==> src/rtl/lane_load_scheduler_if.sv <==
// Source word stream (valid/ready) feeding the lane load scheduler.
interface lane_load_scheduler_if #(
  parameter int unsigned W = 32
);
  logic         valid;
  logic         ready;
  logic [W-1:0] data;

  // Payload source side
  modport master (output valid, output data, input ready);
  // Scheduler side
  modport slave  (input valid, input data, output ready);
endinterface

==> src/rtl/lane_load_scheduler.sv <==
// Sequences BURST words into each of the 8 alignment FIFOs (lanes 0..7) via the
// data switch, then waits for all-full and all-empty before returning idle.
module lane_load_scheduler #(
  parameter int unsigned W     = 32,
  parameter int unsigned BURST = 8
) (
  input  logic                        clk,
  input  logic                        resetn,
  input  logic                        start,
  lane_load_scheduler_if.slave        src,
  input  logic [7:0]                  lane_full,
  input  logic [7:0]                  lane_empty,
  output logic [2:0]                  sw_rptr,
  output logic                        sw_select,
  output logic [W-1:0]                sw_data,
  output logic                        busy,
  output logic                        load_done,
  output logic                        drain_done,
  output logic                        overflow_err
);

  localparam int unsigned   CW   = $clog2(BURST) + 1;
  localparam logic [CW-1:0] LAST = CW'(BURST - 1);

  typedef enum logic [1:0] {IDLE, LOAD, WAIT_FULL, DRAIN} state_t;

  state_t        state_q, state_d;
  logic [2:0]    ptr_q, ptr_d;
  logic [CW-1:0] cnt_q, cnt_d;
  logic [2:0]    sw_rptr_q, sw_rptr_d;
  logic          pend_q, pend_d;
  logic [W-1:0]  pend_data_q, pend_data_d;
  logic          sw_select_q, sw_select_d;
  logic [W-1:0]  sw_data_q, sw_data_d;
  logic          busy_q, busy_d;
  logic          load_done_q, load_done_d;
  logic          drain_done_q, drain_done_d;
  logic          ovf_q, ovf_d;
  logic          lane_full_c;
  logic          ready_c;
  logic          accept_c;

  // Handshake: words are only taken while loading into a lane with room.
  // Being in LOAD already implies fewer than 8*BURST words have been issued.
  assign lane_full_c = lane_full[ptr_q];
  assign ready_c     = (state_q == LOAD) && !lane_full_c;
  assign accept_c    = ready_c && src.valid;
  assign src.ready   = ready_c;

  // Next-state, lane/burst sequencing and switch pipeline.
  always_comb begin
    state_d      = state_q;
    ptr_d        = ptr_q;
    cnt_d        = cnt_q;
    sw_rptr_d    = sw_rptr_q;
    pend_d       = accept_c;
    pend_data_d  = accept_c ? src.data : '0;
    sw_select_d  = pend_q;
    sw_data_d    = pend_data_q;
    load_done_d  = 1'b0;
    drain_done_d = 1'b0;
    ovf_d        = ovf_q;

    unique case (state_q)
      IDLE: begin
        if (start) begin
          state_d = LOAD;
          ptr_d   = 3'd0;
          cnt_d   = '0;
          ovf_d   = 1'b0;
        end
      end
      LOAD: begin
        if (lane_full_c) begin
          // Lane filled before its quota: flag it and drop the rest of the quota.
          ovf_d = 1'b1;
          cnt_d = '0;
          if (ptr_q == 3'd7) state_d = WAIT_FULL;
          else               ptr_d   = ptr_q + 3'd1;
        end else if (src.valid) begin
          sw_rptr_d = ptr_q;
          if (cnt_q == LAST) begin
            cnt_d = '0;
            if (ptr_q == 3'd7) state_d = WAIT_FULL;
            else               ptr_d   = ptr_q + 3'd1;
          end else begin
            cnt_d = cnt_q + CW'(1);
          end
        end
      end
      WAIT_FULL: begin
        if (lane_full == 8'hFF) begin
          load_done_d = 1'b1;
          state_d     = DRAIN;
        end
      end
      DRAIN: begin
        if (lane_empty == 8'hFF) begin
          drain_done_d = 1'b1;
          state_d      = IDLE;
        end
      end
      default: state_d = IDLE;
    endcase

    busy_d = (state_d != IDLE);
  end

  // State and output registers.
  always_ff @(posedge clk or negedge resetn) begin
    if (!resetn) begin
      state_q      <= IDLE;
      ptr_q        <= 3'd0;
      cnt_q        <= '0;
      sw_rptr_q    <= 3'd0;
      pend_q       <= 1'b0;
      pend_data_q  <= '0;
      sw_select_q  <= 1'b0;
      sw_data_q    <= '0;
      busy_q       <= 1'b0;
      load_done_q  <= 1'b0;
      drain_done_q <= 1'b0;
      ovf_q        <= 1'b0;
    end else begin
      state_q      <= state_d;
      ptr_q        <= ptr_d;
      cnt_q        <= cnt_d;
      sw_rptr_q    <= sw_rptr_d;
      pend_q       <= pend_d;
      pend_data_q  <= pend_data_d;
      sw_select_q  <= sw_select_d;
      sw_data_q    <= sw_data_d;
      busy_q       <= busy_d;
      load_done_q  <= load_done_d;
      drain_done_q <= drain_done_d;
      ovf_q        <= ovf_d;
    end
  end

  assign sw_rptr      = sw_rptr_q;
  assign sw_select    = sw_select_q;
  assign sw_data      = sw_data_q;
  assign busy         = busy_q;
  assign load_done    = load_done_q;
  assign drain_done   = drain_done_q;
  assign overflow_err = ovf_q;

endmodule

==> src/flat_wrapper.sv <==
// flat-port wrapper written by rule: the top's interface ports become plain ports
module lane_load_scheduler_flat 
#(
  parameter int unsigned W     = 32,
  parameter int unsigned BURST = 8
)
  (clk, resetn, start, lane_full, lane_empty, sw_rptr, sw_select, sw_data, busy, load_done, drain_done, overflow_err, src_valid, src_data, src_ready);
  lane_load_scheduler_if #(.W(W)) src_i ();
  input  logic clk;
  input  logic resetn;
  input  logic start;
  input  logic [7:0] lane_full;
  input  logic [7:0] lane_empty;
  output logic [2:0] sw_rptr;
  output logic sw_select;
  output logic [W-1:0] sw_data;
  output logic busy;
  output logic load_done;
  output logic drain_done;
  output logic overflow_err;
  input wire logic [$bits(src_i.valid)-1:0] src_valid;
  input wire logic [$bits(src_i.data)-1:0] src_data;
  output wire logic [$bits(src_i.ready)-1:0] src_ready;
  assign src_i.valid = src_valid;
  assign src_i.data = src_data;
  assign src_ready = src_i.ready;
  lane_load_scheduler #(.W(W), .BURST(BURST)) u_core (.clk(clk), .resetn(resetn), .start(start), .src(src_i), .lane_full(lane_full), .lane_empty(lane_empty), .sw_rptr(sw_rptr), .sw_select(sw_select), .sw_data(sw_data), .busy(busy), .load_done(load_done), .drain_done(drain_done), .overflow_err(overflow_err));
endmodule
==> config.mk <==
export PLATFORM = sky130hd
export DESIGN_NAME = lane_load_scheduler_flat
export DESIGN_NICKNAME = d
export VERILOG_FILES = /design/src/rtl/lane_load_scheduler_if.sv /design/src/rtl/lane_load_scheduler.sv /design/src/flat_wrapper.sv
export SDC_FILE = /design/constraint.sdc
export NUM_CORES = 1
export LEC_CHECK = 0
export BUFFER_PORTS_ARGS = -buffer_cell sky130_fd_sc_hd__buf_2
export CORE_ASPECT_RATIO = 0.5
export CORE_MARGIN = 2
export CORE_UTILIZATION = 53
export CTS_CLUSTER_SIZE = 25
export DETAILED_ROUTE_END_ITERATION = 12
export PLACE_DENSITY = 0.93
export SLEW_MARGIN = 25
export SYNTH_ARGS = -nofsm -noshare
export SYNTH_HDL_FRONTEND = slang
export SYNTH_SLANG_ARGS = --single-unit
==> constraint.sdc <==
create_clock -name clk -period 5.9 [get_ports clk]
set_input_delay 0.885 -clock clk [delete_from_list [all_inputs] [get_ports clk]]
set_output_delay 0.885 -clock clk [all_outputs]
set_load 0.01 [all_outputs]
==> run metrics <==
status completed; routability congestion estimate 0.814; DRC viols 0; Syn-to-layout area delta 24.9%; Die ar. 0.00598 sq mm; VDD IR max 0.202 mV; most frequent cell after synthesis dfrtp_1; I/O Pins 93; relative max-transition margin 54.2%; Final Skew 4.91 ps; die height 55.7 um; PostCTS Resize Cnt 0; leakage 2.02 nW; row count 18; Yosys reg bits 82; CP max stage cell dfrtp_1; Core ar. 0.00504 sq mm; initial antenna violation count 0; post-synthesis sequential area ratio 72.4%; Crit Path Max Fanout 37; met2 Use GR 31.6%; global routing's busiest layer met2; GRT Total Usage 18.8%; CP max stage delay 570 ps; main flop type after synthesis dfrtp_1; Yosys top cell by area dfrtp_1; Gate Count Post-Synth 200; RSZ-0062 raised after global routing false; port buffer count 92; Bufs on Longest Clock Path 2; Yosys top cell area share 72.4%; Netlist cell types 38; # Max-Cap Violations 0; net count after synthesis 255; fmax 0.321 GHz; ANT nets after route 0; Post-Route WL 5.16 mm; setup tns final 0 ps; Req. time, crit path 5020 ps; placed cell count 351; startpoint class of the critical path register; WL per Instance 14.1 um; worst-margin pin slew 687 ps; crit path cell chain mux2_2, o22ai_2, o21ai_2, inv_2, buf_2; fraction of registers with async set/reset 100%; Placed Area 0.00333 sq mm; Initial Util 56.2%; die width 107 um; Post-CTS Hold Fix Bufs 0; antenna fix cells 0; share of cells above drive strength 1 40.7%; Skew-Pair Late Insertion Delay 350 ps; # fillers 359; CP top delay family buffers and inverters; number of global-route vias before repair 1,872; top cells by count, synth dfrtp_1 (82), and3_1 (34), clkbuf_1 (8), nand2_1 (7); drt first pass iters 4; Buf+Inv Stages, Crit Path 2; DR iter-0 viols 117; CTS tree yes; Non-Filler Instances 367; PD cells 434 mW/mm^2; CTS Root Cell clkbuf_8; first-pass GRT wire length 8.35 mm; final core utilization 70.2%; number of enable flip-flop cells after synthesis 0; vias per inst 5.09; pin count of the biggest net entering global routing 83; detailed placement HPWL 3.64 mm; Final period util 52.8%; final hold viol count 0; postcts setup bufs 0; synth warn 0; Pins Over Slew Limit 0; Final Instance Area 0.00354 sq mm; Clock Pin Slew Worst Setup and Hold Paths 80 ps; Num CTS Buffers 9; Hold Crit Class register to register; final setup fails 0; M3 GR Usage 5.97%; Arr. time, crit path 2230 ps; minimum clock period 3110 ps; Mean Syn Cell Area 14.2 sq um; htree depth 3; CTS sink cnt 82; grt total ovfl 0; mapped cell area 0.00283 sq mm; vias 1,868; critical path type register to primary output; synth top area cells dfrtp_1 (72%), and3_1 (7.5%), mux2_4 (1.6%); Crit. End Element primary output; fin nets 347; met1 usage 21.8%
routing by layer:
layer / routed length [um] / part of all wire (%) / vias to the layer above
met5: 0 / 0 / -
met4: 131 / 2.5 / 0
met3: 291 / 5.6 / 13
met2: 2670 / 52 / 63
met1: 2060 / 40 / 906
li1: - / - / 886
report_power, final:
group,switching (W),internal [W]
Sequential,0.0000728,0.000671
Clock,0.000202,0.000213
Combinational,0.000207,0.000172
final cells by class:
class / instances / area, sq um / share of cell area [%]
Inverter: 3 / 11.3 / 0.318
Clock buffer: 10 / 138 / 3.89
Multi-Input combinational cell: 104 / 713 / 20.1
Clock inverter: 6 / 72.6 / 2.05
Tap cell: 70 / 87.6 / 2.47
Timing Repair Buffer: 92 / 467 / 13.2
Sequential cell: 82 / 2050 / 58.0
metrics by stage:
step	power [W]	setup slack [ps]	hold WS (ps)
final	0.00154	2790	352
after global routing	0.00163	2640	358
after CTS	0.00155	2780	354
after detailed placement	0.00114	2840	335
after global placement	0.00111	2900	332
after floorplan	0.00101	3290	331
kinds of logic after synthesis:
group | count (synthesis) | share of synthesized area [%]
AO/OA/AOI/OAI | 23 | 5.74
adder cells (fa/ha/maj) | 3 | 1.32
buffers and inverters | 14 | 2.43
flip-flops | 82 | 72.4
multiplexers | 7 | 3.09
AND/OR/NAND/NOR | 71 | 15.0
flip-flops by register name, summed over array words and instances (netlist names):
signal	flops
u_core.busy	1
u_core.cnt_q	4
u_core.drain_done	1
u_core.load_done	1
u_core.overflow_err	1
u_core.pend_data_q	32
u_core.pend_q	1
u_core.ptr_q	3
u_core.state_q	2
u_core.sw_data	32
u_core.sw_rptr	3
u_core.sw_select	1
placed cells by master, fill, tap and decap left out, types with 2 or more instances in the layout:
cell type	instances
nor4b_1	3
mux2i_1	2
a22o_1	3
inv_6	2
ha_1	3
nor2b_1	2
mux2_2	2
dfrtp_1	82
and3_1	34
or2_2	2
clkbuf_8	10
nor3_1	2
buf_2	91
nand3b_1	2
nor2_1	5
inv_1	2
a21oi_1	4
nand4_1	5
mux2_4	3
o21ai_0	3
a31oi_1	4
nand2_1	7
nand2b_1	2
nand3_1	3
worst paths after layout:
| path | start | endpoint | slack (ps) | cells after the start |
|---|---|---|---|---|
| setup reg to reg | u_core.ptr_q[0]$_DFFE_PN0P_ | u_core.sw_rptr[2]$_DFFE_PN0P_ | 3550 | 6 |
| setup / recovery | u_core.ptr_q[0]$_DFFE_PN0P_ | src_ready | 2790 | 5 |
| min in group asynchronous | resetn | u_core.sw_data[29]$_DFF_PN0_ | 540 | 1 |
| hold / removal | u_core.pend_data_q[12]$_DFF_PN0_ | u_core.sw_data[12]$_DFF_PN0_ | 350 | 0 |
| max in group asynchronous | resetn | u_core.pend_data_q[11]$_DFF_PN0_ | 4870 | 1 |
| hold reg to reg | u_core.pend_data_q[12]$_DFF_PN0_ | u_core.sw_data[12]$_DFF_PN0_ | 350 | 0 |
No activity file was read; power rests on OpenSTA's default activity.
